## src/rtl/stack_pkg.sv

```systemverilog
// Shared types and constants for the stack request controller.
package stack_pkg;

    localparam int DATA_W = 16;

    typedef enum logic {
        IDLE    = 1'b0,
        REPLACE = 1'b1
    } stack_state_t;

    // Bits needed to hold an occupancy of 0..depth inclusive.
    function automatic int count_width(input int depth);
        return $clog2(depth + 1);
    endfunction

endpackage

```

## src/rtl/stack_ctrl.sv

```systemverilog
// Request-side controller for the shift-register stack: occupancy tracking,
// over/underflow refusal with sticky flags, registered pop result and a
// two-cycle replace-top (pop then push) sequence.
//
// state   | meaning
// IDLE    | accepting push/pop requests
// REPLACE | second half of push+pop: loading the held value, requests dropped
module stack_ctrl
    import stack_pkg::*;
#(
    parameter int DEPTH = 8
) (
    input  logic                               sysclk,
    input  logic                               sysreset_n,
    input  logic                               push_req,
    input  logic                               pop_req,
    input  logic [DATA_W-1:0]                  push_data,
    input  logic                               err_clear,
    output logic                               busy,
    output logic [DATA_W-1:0]                  pop_data,
    output logic                               pop_valid,
    output logic [DATA_W-1:0]                  top,
    output logic [count_width(DEPTH)-1:0]      count,
    output logic                               empty,
    output logic                               full,
    output logic                               overflow,
    output logic                               underflow,
    output logic                               stk_load,
    output logic                               stk_read,
    output logic [DATA_W-1:0]                  stk_data_in,
    input  logic [DATA_W-1:0]                  stk_data_out
);

    localparam int                CNT_W    = count_width(DEPTH);
    localparam logic [CNT_W-1:0]  FULL_CNT = CNT_W'(DEPTH);
    localparam logic [CNT_W-1:0]  ONE_CNT  = CNT_W'(1);

    stack_state_t      state_q, state_d;
    logic [CNT_W-1:0]  count_q, count_d;
    logic [DATA_W-1:0] hold_q, hold_d;
    logic [DATA_W-1:0] pop_data_q, pop_data_d;
    logic              pop_valid_q, pop_valid_d;
    logic              empty_q, full_q, busy_q;
    logic              overflow_q, underflow_q;
    logic              ovf_set, unf_set;

    // Request decode: next state, counters, strobes toward the stack.
    always_comb begin
        state_d     = state_q;
        count_d     = count_q;
        hold_d      = hold_q;
        pop_data_d  = pop_data_q;
        pop_valid_d = 1'b0;
        ovf_set     = 1'b0;
        unf_set     = 1'b0;
        stk_load    = 1'b0;
        stk_read    = 1'b0;
        stk_data_in = push_data;
        case (state_q)
            IDLE: begin
                if (push_req && pop_req) begin
                    if (!empty_q) begin
                        // count is left alone: the pop and the later push cancel out
                        stk_read    = 1'b1;
                        pop_data_d  = stk_data_out;
                        pop_valid_d = 1'b1;
                        hold_d      = push_data;
                        state_d     = REPLACE;
                    end else begin
                        // nothing to pop: degrade to a plain push (DEPTH >= 2, so never full here)
                        stk_load = 1'b1;
                        count_d  = count_q + ONE_CNT;
                        unf_set  = 1'b1;
                    end
                end else if (push_req) begin
                    if (!full_q) begin
                        stk_load = 1'b1;
                        count_d  = count_q + ONE_CNT;
                    end else begin
                        ovf_set = 1'b1;
                    end
                end else if (pop_req) begin
                    if (!empty_q) begin
                        stk_read    = 1'b1;
                        pop_data_d  = stk_data_out;
                        pop_valid_d = 1'b1;
                        count_d     = count_q - ONE_CNT;
                    end else begin
                        unf_set = 1'b1;
                    end
                end
            end
            REPLACE: begin
                stk_load    = 1'b1;
                stk_data_in = hold_q;
                state_d     = IDLE;
            end
            default: state_d = IDLE;
        endcase
        // keep the stack quiet while reset is held, whatever the requester drives
        if (!sysreset_n) begin
            stk_load = 1'b0;
            stk_read = 1'b0;
        end
    end

    // State and registered outputs; sticky flags favour set over clear.
    always_ff @(posedge sysclk or negedge sysreset_n) begin
        if (!sysreset_n) begin
            state_q     <= IDLE;
            count_q     <= '0;
            hold_q      <= '0;
            pop_data_q  <= '0;
            pop_valid_q <= 1'b0;
            empty_q     <= 1'b1;
            full_q      <= 1'b0;
            busy_q      <= 1'b0;
            overflow_q  <= 1'b0;
            underflow_q <= 1'b0;
        end else begin
            state_q     <= state_d;
            count_q     <= count_d;
            hold_q      <= hold_d;
            pop_data_q  <= pop_data_d;
            pop_valid_q <= pop_valid_d;
            empty_q     <= (count_d == '0);
            full_q      <= (count_d == FULL_CNT);
            busy_q      <= (state_d == REPLACE);
            overflow_q  <= ovf_set | (overflow_q  & ~err_clear);
            underflow_q <= unf_set | (underflow_q & ~err_clear);
        end
    end

    assign busy      = busy_q;
    assign pop_data  = pop_data_q;
    assign pop_valid = pop_valid_q;
    assign top       = stk_data_out;
    assign count     = count_q;
    assign empty     = empty_q;
    assign full      = full_q;
    assign overflow  = overflow_q;
    assign underflow = underflow_q;

endmodule

```

## config.mk

```make
export PLATFORM = sky130hd
export DESIGN_NAME = stack_ctrl
export DESIGN_NICKNAME = d
export VERILOG_FILES = /design/src/rtl/stack_pkg.sv /design/src/rtl/stack_ctrl.sv
export SDC_FILE = /design/constraint.sdc
export NUM_CORES = 1
export LEC_CHECK = 0
export ABC_AREA = 1
export CORE_MARGIN = 5
export CORE_UTILIZATION = 47
export CTS_BUF_LIST = sky130_fd_sc_hd__clkbuf_4 sky130_fd_sc_hd__clkbuf_8
export DETAILED_ROUTE_END_ITERATION = 7
export PLACE_DENSITY_LB_ADDON = 0.25
export SKIP_CTS_REPAIR_TIMING = 1
export SKIP_LAST_GASP = 1
export SYNTH_ARGS = -nofsm -noshare
export SYNTH_HDL_FRONTEND = slang
export SYNTH_SLANG_ARGS = --single-unit
export TNS_END_PERCENT = 20
```

## constraint.sdc

```tcl
create_clock -name sysclk -period 3.6 [get_ports sysclk]
set_clock_uncertainty 0.2 [all_clocks]
set_input_delay 0.9 -clock sysclk [delete_from_list [all_inputs] [get_ports sysclk]]
set_output_delay 0.9 -clock sysclk [all_outputs]
set_load 0.1 [all_outputs]
```

==> run summary, run 1 <==
status: finished clean
clock tree buffer depth: 2
first-pass GRT wire length: 9370 um
Synth top cells by count: nand2_1, dfrtp_1, inv_1
crit-path max cell delay: 0.62 ns
CTS sink cnt: 42
Worst Path Required: 2.50 ns
Clock Tree Root: clkbuf_8
die height: 79.07 um
number of synthesized flops with an enable pin: 0
Synth top area share: 45.76%
n_diodes: 0
Crit path arrival time: 2.32 ns
RSZ-0062 raised after global routing: false
crit path max-delay cell type: clkdlybuf4s50_1
Net Count, Synth: 321
FF+latch count, synth: 42
Hold WS: 0.2741 ns
CP delay by family, top: buffers and inverters
CP Depth: 6
Post-Synth Simple-Gate Area: 25.45%
Final period util: 95.05%
number of port buffers: 96
core area: 4692 um2
Peak VDD IR: 0.6572 mV
Synth Area in Adders: 1.116%
Worst R2R Setup Slack: 1.40 ns
Synth Area in XOR/XNOR: 0%
Crit Path Class: input port to output port
via count: 1997
hold wc startpoint: pop_data[6]
DR pass1 iterations: 4
initial antenna violation count: 0
WL/cell: 12.98 um
Cells after Synth: 282
Syn Area/Cell: 7.951 um2
largest family of logic cells by synthesized area: simple AND/OR/NAND/NOR gates
CTS H-tree depth: 2
# rows: 25
Worst setup EP type: output port
Main synth FF type: dfrtp_1
ys async rst share: 100.0%
yosys warns: 0
pins over their slew limit: 0
Max-Cap Viols: 0
fin util: 74.59%
FF-to-FF Start: busy
area of the multi-input gates: 860.8 um2
final instance area: 3500 um2
Final nets: 403
fin crit period: 3.422 ns
initial core utilization: 47.79%
fmax: 292.3 MHz
CP startpoint: push_req
layout cells sized above 1: 28.22%
Pleak: 1.784 nW
GRT Total Usage: 18.71%
Slew @ Worst Pin: 0.6940 ns
post-DR vias/cell: 4.766
Seq/Total Area, Yosys: 46.93%
area grow syn2layout: 56.08%
CP Buf/Inv Count: 3
post-synthesis compound-gate area fraction: 11.72%
max_slew headroom: 53.73%
GPL Wtd Cong: 0.9273
capture point of the worst path: stk_load
clock slew at reported path FFs: 0.08 ns
final setup fails: 0
reg2reg path depth: 7
CTS Buf Count: 5
DPL Wire Length: 4288 um
final hold violations: 0
Top cell by count, worst path: o21ai_0
Hold Path Class: register to register
CTS tree: done
register area: 1052 um2
Area after DPL: 3391 um2
mux cell area share after synthesis: 0%
largest fanout on the critical path: 7
I/O pins: 97
total grt overflow: 0
synth top area cells: dfrtp_1, nand2_1, o21ai_2
largest area contributor in the netlist: dfrtp_1
startpoint types: input port
largest net degree at the start of global routing: 43
number of global-route vias before repair: 2001
Total Wirelength: 5437 um
Routed Antenna Nets: 0
worst-skew pair later-pin latency: 0.28 ns
cell breakdown of the critical path: clkdlybuf4s50_1 > nand2_1 > o21ai_0 > o21ai_0 > inv_1 > buf_12
Die ar.: 6252 um2
Cell Pwr Density: 814.4 nW/um2
Residual DRC: 0
Die Wd: 79.07 um
Iter 0 DRT Violations: 134
fill count: 335
area of the mapped netlist: 2242 um2
post-synth cell types: 25
most frequent cell after synthesis: nand2_1
Crit Reg-Reg Endpoint: hold_q[12]
==> how the worst min path moves through the flow <==
| stage | slack, ns | end | cells past startpoint |
|---|---|---|---|
| final | 0.27 | pop_data[6] | 2 |
| after global routing | 0.31 | pop_data[4] | 2 |
| after CTS | 0.28 | pop_data[7] | 2 |
| after detailed placement | 0.26 | pop_data[7] | 2 |
| after global placement | 0.25 | pop_data[1] | 2 |
| after floorplan | 0.26 | hold_q[0] | 2 |
==> area by class of cell <==
type,count,share of cell area (%)
multi-input cells,176,24.60
flip-flops and latches,42,30.07
well taps,54,1.931
clock inverters,3,1.144
repair buffers,100,36.04
inverters,39,4.255
clock buffers,5,1.966
==> where the power goes <==
| group | internal, W | leakage [nW] | switching, W |
|---|---|---|---|
| combinational | 0.000444 | 1.20 | 0.00131 |
| sequential | 0.000619 | 0.522 | 0.000114 |
| clock | 0.000204 | 0.0579 | 0.000157 |
| total | 0.00127 | 1.78 | 0.00158 |
==> through the flow <==
stage	power [W]	instances	TNS, ns	worst slack [ns]
3_5_place_dp	0.002507	411	0	0.1917
3_3_place_gp	0.002482	411	0	0.2472
5_1_grt	0.003005	419	0	0.07838
4_1_cts	0.002867	419	0	0.1930
2_1_floorplan	0.002034	282	-2.020	-0.1439
6_report	0.002850	419	0	0.1784
==> registers in the layout (all words and copies together), names as in the netlist <==
signal / count
hold_q: 16
pop_data: 16
count: 4
busy: 1
empty: 1
full: 1
overflow: 1
pop_valid: 1
underflow: 1
==> cell families after synthesis <==
kind of cell    count (synthesis)
simple gates                  135
buf+inv                        64
flops                          42
compound gates                 39
fa+ha+maj                       2
==> placed cells by master (no fill, tap or decap), types with 2 or more instances in the layout <==
cell type and instances:
nor2_2 2, buf_4 30, buf_12 34, nand4_1 3, nor2_1 7, ha_1 2
nand2_1 106, inv_1 34, nand2_2 2, inv_2 4, dfrtp_1 41, nand3_1 11
clkdlybuf4s50_1 35, clkinv_2 2, o21ai_2 17, o21ai_0 4, o21ai_1 16, clkbuf_8 5
==> layer usage <==
layer / share of wire [%] / global-route usage [%]
met1: 43 / 24.09
met2: 45 / 29.46
met3: 11 / 6.916
met4: 0.88 / 5.498
met5: 0 / 0
==> tightest hold or removal path, stage by stage, from the launching register on <==
cell and delay, ns:
dfrtp_1 0.35, nand2_1 0.05, nand2_1 0.04
No activity file was read; power rests on OpenSTA's default activity.
==> inputs of run 2 (changes only) <==
Settings changed: CORE_ASPECT_RATIO from default to 0.9, CORE_MARGIN 5 to 4, SLEW_MARGIN from default to 20.
==> run 2 against run 1 <==
Cell count grew 2.1%. Maximum frequency up 2.4%. Die area fell by 5.0%. Clock-buffer cell count grew 1. Global-route usage up 1.7 points. Wire length increased by 4.3%. Register-to-register slack better by 0.06 ns. Largest cell class unchanged. First-iteration DRC count down 28%. Flip-flop and latch count did not move. Largest power group unchanged. Sequential power is essentially flat. Critical path type unchanged. Sequential share of layout area barely moved.
==> run summary, run 2 (synthesis gave the netlist of run 1 again) <==
DPL Wire Length: 4373 um (+2.0%)
Iter 0 DRT Violations: 97 (-28%)
final instance area: 3503 um2 (+0.11%)
max_slew headroom: 56.53% (+2.8 points)
final hold violations: 0 (unchanged)
most frequent cells in the layout: nand2_1, dfrtp_1, clkdlybuf4s50_1
WL/cell: 13.25 um (+2.1%)
clock slew at reported path FFs: 0.08 ns (about the same)
Die ar.: 5941 um2 (-5.0%)
initial core utilization: 49.63% (+1.8 points)
Hold EP: pop_data[10]
worst setup margin: 0.2577 ns (+0.07933 ns)
internal power: 0.001219 W (-3.9%)
Combinational Power Share: 62.8% (+1.2 points)
DR pass1 iterations: 4 (unchanged)
reg2reg path depth: 9 (+2)
Pleak: 1.778 nW (-0.33%)
CTS tree: done
post-DR vias/cell: 4.841 (+1.6%)
total grt overflow: 0 (unchanged)
Worst setup EP type: output port
startpoint types: input port
CTS sink cnt: 42 (unchanged)
FF-to-FF Start: empty
number of port buffers: 96 (unchanged)
layout cells sized above 1: 28.42% (+0.20 points)
DP Worst Slack: 0.2625 ns (+0.07085 ns)
Slew @ Worst Pin: 0.6510 ns (-0.04295 ns)
Clock Tree Root: clkbuf_8
hold wc startpoint: pop_data[10]
via count: 2072 (+3.8%)
worst-skew pair later-pin latency: 0.30 ns (+0.02 ns)
fin crit period: 3.342 ns (-0.07932 ns)
RSZ-0062 raised after global routing: false
CTS H-tree depth: 2 (unchanged)
clock tree buffer depth: 2 (unchanged)
status: finished clean
sequential share of power: 26.0% (+0.3 points)
GRT Total Usage: 20.45% (+1.7 points)
largest fanout on the critical path: 4 (-3)
number of global-route vias before repair: 2034 (+1.6%)
Total Neg Setup Slack: 0 ns (unchanged)
Crit Reg-Reg Endpoint: hold_q[1]
# rows: 23 (-8.0%)
Clk pwr share: 11.2% (-1.5 points)
die height: 73.53 um (-7.0%)
area grow syn2layout: 56.25%
Hold Path Class: register to register
largest net degree at the start of global routing: 43 (unchanged)
Residual DRC: 0 (unchanged)
Final nets: 404 (+0.25%)
Routed Antenna Nets: 0 (unchanged)
Sw Ratio: 56.69% (+1.2 points)
n_diodes: 0 (unchanged)
first-pass GRT wire length: 9266 um (-1.1%)
Non-Filler Instances: 428 (+2.1%)
Worst Path Required: 2.50 ns (about the same)
Post-Place Cells: 420 (+2.2%)
Sw Pwr: 0.001595 W (+0.81%)
pins over their slew limit: 0 (unchanged)
Max-Cap Viols: 0 (unchanged)
I/O pins: 97 (unchanged)
Area after DPL: 3408 um2 (+0.52%)
Cell Pwr Density: 803.1 nW/um2 (-1.4%)
final setup fails: 0 (unchanged)
initial antenna violation count: 0 (unchanged)
Final period util: 92.84% (-2.2 points)
most common cell after layout, fill and taps aside: nand2_1
Crit Path Class: input port to output port
Die Wd: 80.81 um (+2.2%)
Hold WS: 0.2809 ns (+0.006811 ns)
fmax: 299.2 MHz (+2.4%)
Peak VDD IR: 0.6943 mV (+5.6%)
CTS Buf Count: 5 (unchanged)
worst hold stages: 2 (unchanged)
Crit path arrival time: 2.24 ns (-0.08 ns)
core area: 4518 um2 (-3.7%)
GPL Wtd Cong: 0.9633 (+3.9%)
Worst R2R Setup Slack: 1.46 ns (+0.06 ns)
Total Wirelength: 5673 um (+4.3%)
[run 2: cell count changes in the layout (fill, tap and decap cells not counted)]
cell        before  now
buf_4           30   31
bufinv_16        1    0
clkbuf_8         5    6
clkinv_2         2    1
clkinvlp_4       0    1
[run 2: cell type report]
class | instances | area (um2)
Timing Repair Buffer | 101 | 1269
Sequential cell | 42 | 1052
Fill cell | 308 | 1015
Multi-Input combinational cell | 176 | 860.8
Inverter | 39 | 148.9
Clock buffer | 6 | 82.58
Tap cell | 62 | 77.57
Clock inverter | 2 | 12.51
[run 2: worst max-delay path by stage]
stage	slack, ns	cells after the start	end	start
2_1_floorplan	-0.14	3	stk_data_in[11]	busy
4_1_cts	0.26	8	stk_load	pop_req
5_1_grt	0.15	8	stk_load	pop_req
6_report	0.26	8	stk_load	pop_req
3_3_place_gp	0.31	8	stk_load	pop_req
3_5_place_dp	0.26	8	stk_load	pop_req
[run 2: worst max-delay path: stages]
cell,delay (ns)
clkdlybuf4s50_1,0.58
nand2_2,0.13
inv_2,0.10
nand2_1,0.05
o21ai_0,0.09
o21ai_0,0.11
inv_1,0.11
buf_12,0.18
[run 2: per-layer routing]
metal  vias up  GRT usage, %  share of wire [%]
met5         -             0                  0
met4         0         8.630                2.2
met3        10         7.843                 11
met2        86         32.63                 46
met1       954         24.76                 41
li1       1022             -                  -
[run 2: metrics by stage]
step / total power (W) / util, %
finish: 0.002813 / 77.54
global route: 0.002946 / 77.54
CTS: 0.002830 / 77.54
detailed placement: 0.002509 / 75.44
global placement: 0.002485 / 75.44
floorplan: 0.002034 / -
[run 2: power by group through the flow]
stage	clock (W)	combinational [W]	sequential, W
2_1_floorplan	0	0.000660	0.00137
3_3_place_gp	0	0.00176	0.000729
3_5_place_dp	0	0.00177	0.000735
4_1_cts	0.000325	0.00178	0.000729
5_1_grt	0.000344	0.00185	0.000751
6_report	0.000315	0.00177	0.000731
==> inputs of run 3 (changes only) <==
Settings changed: GPL_ROUTABILITY_DRIVEN from default to 0.
==> run 3 against run 2 <==
Via count down 1.1%. Global-route usage down 0.87 points. Register-to-register slack about the same. Core utilization rose by 0.25 points. Critical endpoint unchanged. Setup slack worse by 0.11 ns. Sequential share of layout area decreased by 0.096 points.
==> run summary, run 3 (synthesis gave the netlist of run 1 again) <==
GRT Total Usage: 19.58% (-0.87 points)
Iter 0 DRT Violations: 127 (+31%)
Die Wd: 80.81 um (unchanged)
crit path max-delay cell type: clkdlybuf4s50_1
first-pass GRT wire length: 9045 um (-2.4%)
via count: 2049 (-1.1%)
fmax: 289.9 MHz (-3.1%)
Total Wirelength: 5521 um (-2.7%)
final instance area: 3515 um2 (+0.32%)
CTS sink cnt: 42 (unchanged)
clock tree buffer depth: 2 (unchanged)
Hold WS: 0.2810 ns (+0.0001160 ns)
number of port buffers: 96 (unchanged)
area grow syn2layout: 56.75%
fin crit period: 3.449 ns (+0.1066 ns)
WL/cell: 12.93 um (-2.5%)
die height: 73.53 um (unchanged)
Combinational Power Share: 61.7% (-1.1 points)
Slew @ Worst Pin: 0.6414 ns (-0.009685 ns)
met3 wire len: 623 um (+4.0%)
crit-path max cell delay: 0.62 ns (+0.04 ns)
Crit Path Class: input port to output port
Pwr Total: 0.002871 W (+2.1%)
layout cells sized above 1: 28.22% (-0.20 points)
worst-skew pair later-pin latency: 0.29 ns (about the same)
total grt overflow: 0 (unchanged)
CTS H-tree depth: 2 (unchanged)
I/O pins: 97 (unchanged)
worst setup margin: 0.1511 ns (-0.1066 ns)
Top cell by count, worst path: o21ai_0
startpoint types: input port
most common cell after layout, fill and taps aside: nand2_1
sequential share of power: 25.5% (-0.5 points)
Pleak: 1.777 nW (about the same)
DPL Wire Length: 4358 um (-0.34%)
met2 wire length: 2592 um (-0.19%)
final hold violations: 0 (unchanged)
most frequent cells in the layout: nand2_1, dfrtp_1, clkdlybuf4s50_1
Post-Place Cells: 419 (-0.24%)
initial core utilization: 49.63% (unchanged)
Final period util: 95.80% (+3.0 points)
largest fanout on the critical path: 7 (+3)
CTS tree: done
final setup fails: 0 (unchanged)
Clock Tree Root: clkbuf_8
Cell Pwr Density: 817.0 nW/um2 (+1.7%)
Clk pwr share: 12.9% (+1.7 points)
Max Used Layer: met4
Hold Path Class: register to register
max_slew headroom: 57.18% (+0.65 points)
Peak VDD IR: 0.6816 mV (-1.8%)
Area after DPL: 3401 um2 (-0.22%)
Worst Path Required: 2.50 ns (about the same)
DR pass1 iterations: 4 (unchanged)
largest net degree at the start of global routing: 43 (unchanged)
clock slew at reported path FFs: 0.09 ns (about the same)
DP Worst Slack: 0.1804 ns (-0.08207 ns)
Worst setup EP type: output port
n_diodes: 0 (unchanged)
post-DR vias/cell: 4.799 (-0.88%)
Sw Ratio: 55.75% (-0.94 points)
Non-Filler Instances: 427 (-0.23%)
cell breakdown of the critical path: clkdlybuf4s50_1 > nand2_1 > o21ai_0 > o21ai_0 > inv_1 > buf_12
number of global-route vias before repair: 2036 (+0.098%)
Die ar.: 5941 um2 (unchanged)
Sw Pwr: 0.001601 W (+0.37%)
pins over their slew limit: 0 (unchanged)
Final nets: 403 (-0.25%)
Crit path arrival time: 2.35 ns (+0.11 ns)
Residual DRC: 0 (unchanged)
initial antenna violation count: 0 (unchanged)
RSZ-0062 raised after global routing: false
M1 WL: 2225 um (-5.4%)
# rows: 23 (unchanged)
CTS Buf Count: 5 (unchanged)
internal power: 0.001271 W (+4.3%)
Routed Antenna Nets: 0 (unchanged)
Max-Cap Viols: 0 (unchanged)
status: finished clean
core area: 4518 um2 (unchanged)
==> run 3: cell count changes in the layout (fill, tap and decap cells not counted) <==
cell and delta:
clkinv_2 -1, bufinv_16 +1, clkbuf_8 -1, buf_4 -1, clkinvlp_4 +1
==> run 3: worst max-delay path, delay by kind of cell <==
kind	cells	cell delay [ns]
AND/OR/NAND/NOR	1	0.18
buffers and inverters	3	0.91
AO/OA/AOI/OAI	2	0.37
==> run 3: per-stage QoR <==
step	utilization, %	setup TNS (ns)
final	77.79	0
after detailed placement	75.27	0
after CTS	77.79	0
after global routing	77.79	0
after floorplan	-	-2.020
after global placement	75.27	0
==> run 3: final cells by class <==
type                            count  area [um2]
Clock inverter                      3       45.04
Sequential cell                    42        1052
Fill cell                         315        1003
Inverter                           39       148.9
Tap cell                           62       77.57
Multi-Input combinational cell    176       860.8
Timing Repair Buffer              100        1261
Clock buffer                        5       68.82
==> run 3: per-layer routing <==
layer	track usage [%]	vias up
li1	-	1016
met1	23.72	928
met2	32.36	98
met4	6.004	0
met3	7.475	7
met5	0	-
==> run 3: power groups by stage <==
stage	logic, W	registers [W]	clock network [W]
global route	0.00186	0.000751	0.000399
finish	0.00177	0.000731	0.000370
CTS	0.00178	0.000730	0.000378
floorplan	0.000660	0.00137	0
global placement	0.00175	0.000729	0
detailed placement	0.00178	0.000737	0
==> run 3: final timing paths <==
kind	start	to	slack, ns	depth (start not counted)
max in group asynchronous	sysreset_n	empty	2.30	2
worst max register to register	empty	hold_q[1]	1.45	9
worst min register to register	pop_data[12]	pop_data[12]	0.28	2
min in group asynchronous	sysreset_n	underflow	0.53	2
worst max-delay path	push_req	stk_load	0.15	6
worst min-delay path	pop_data[12]	pop_data[12]	0.28	2
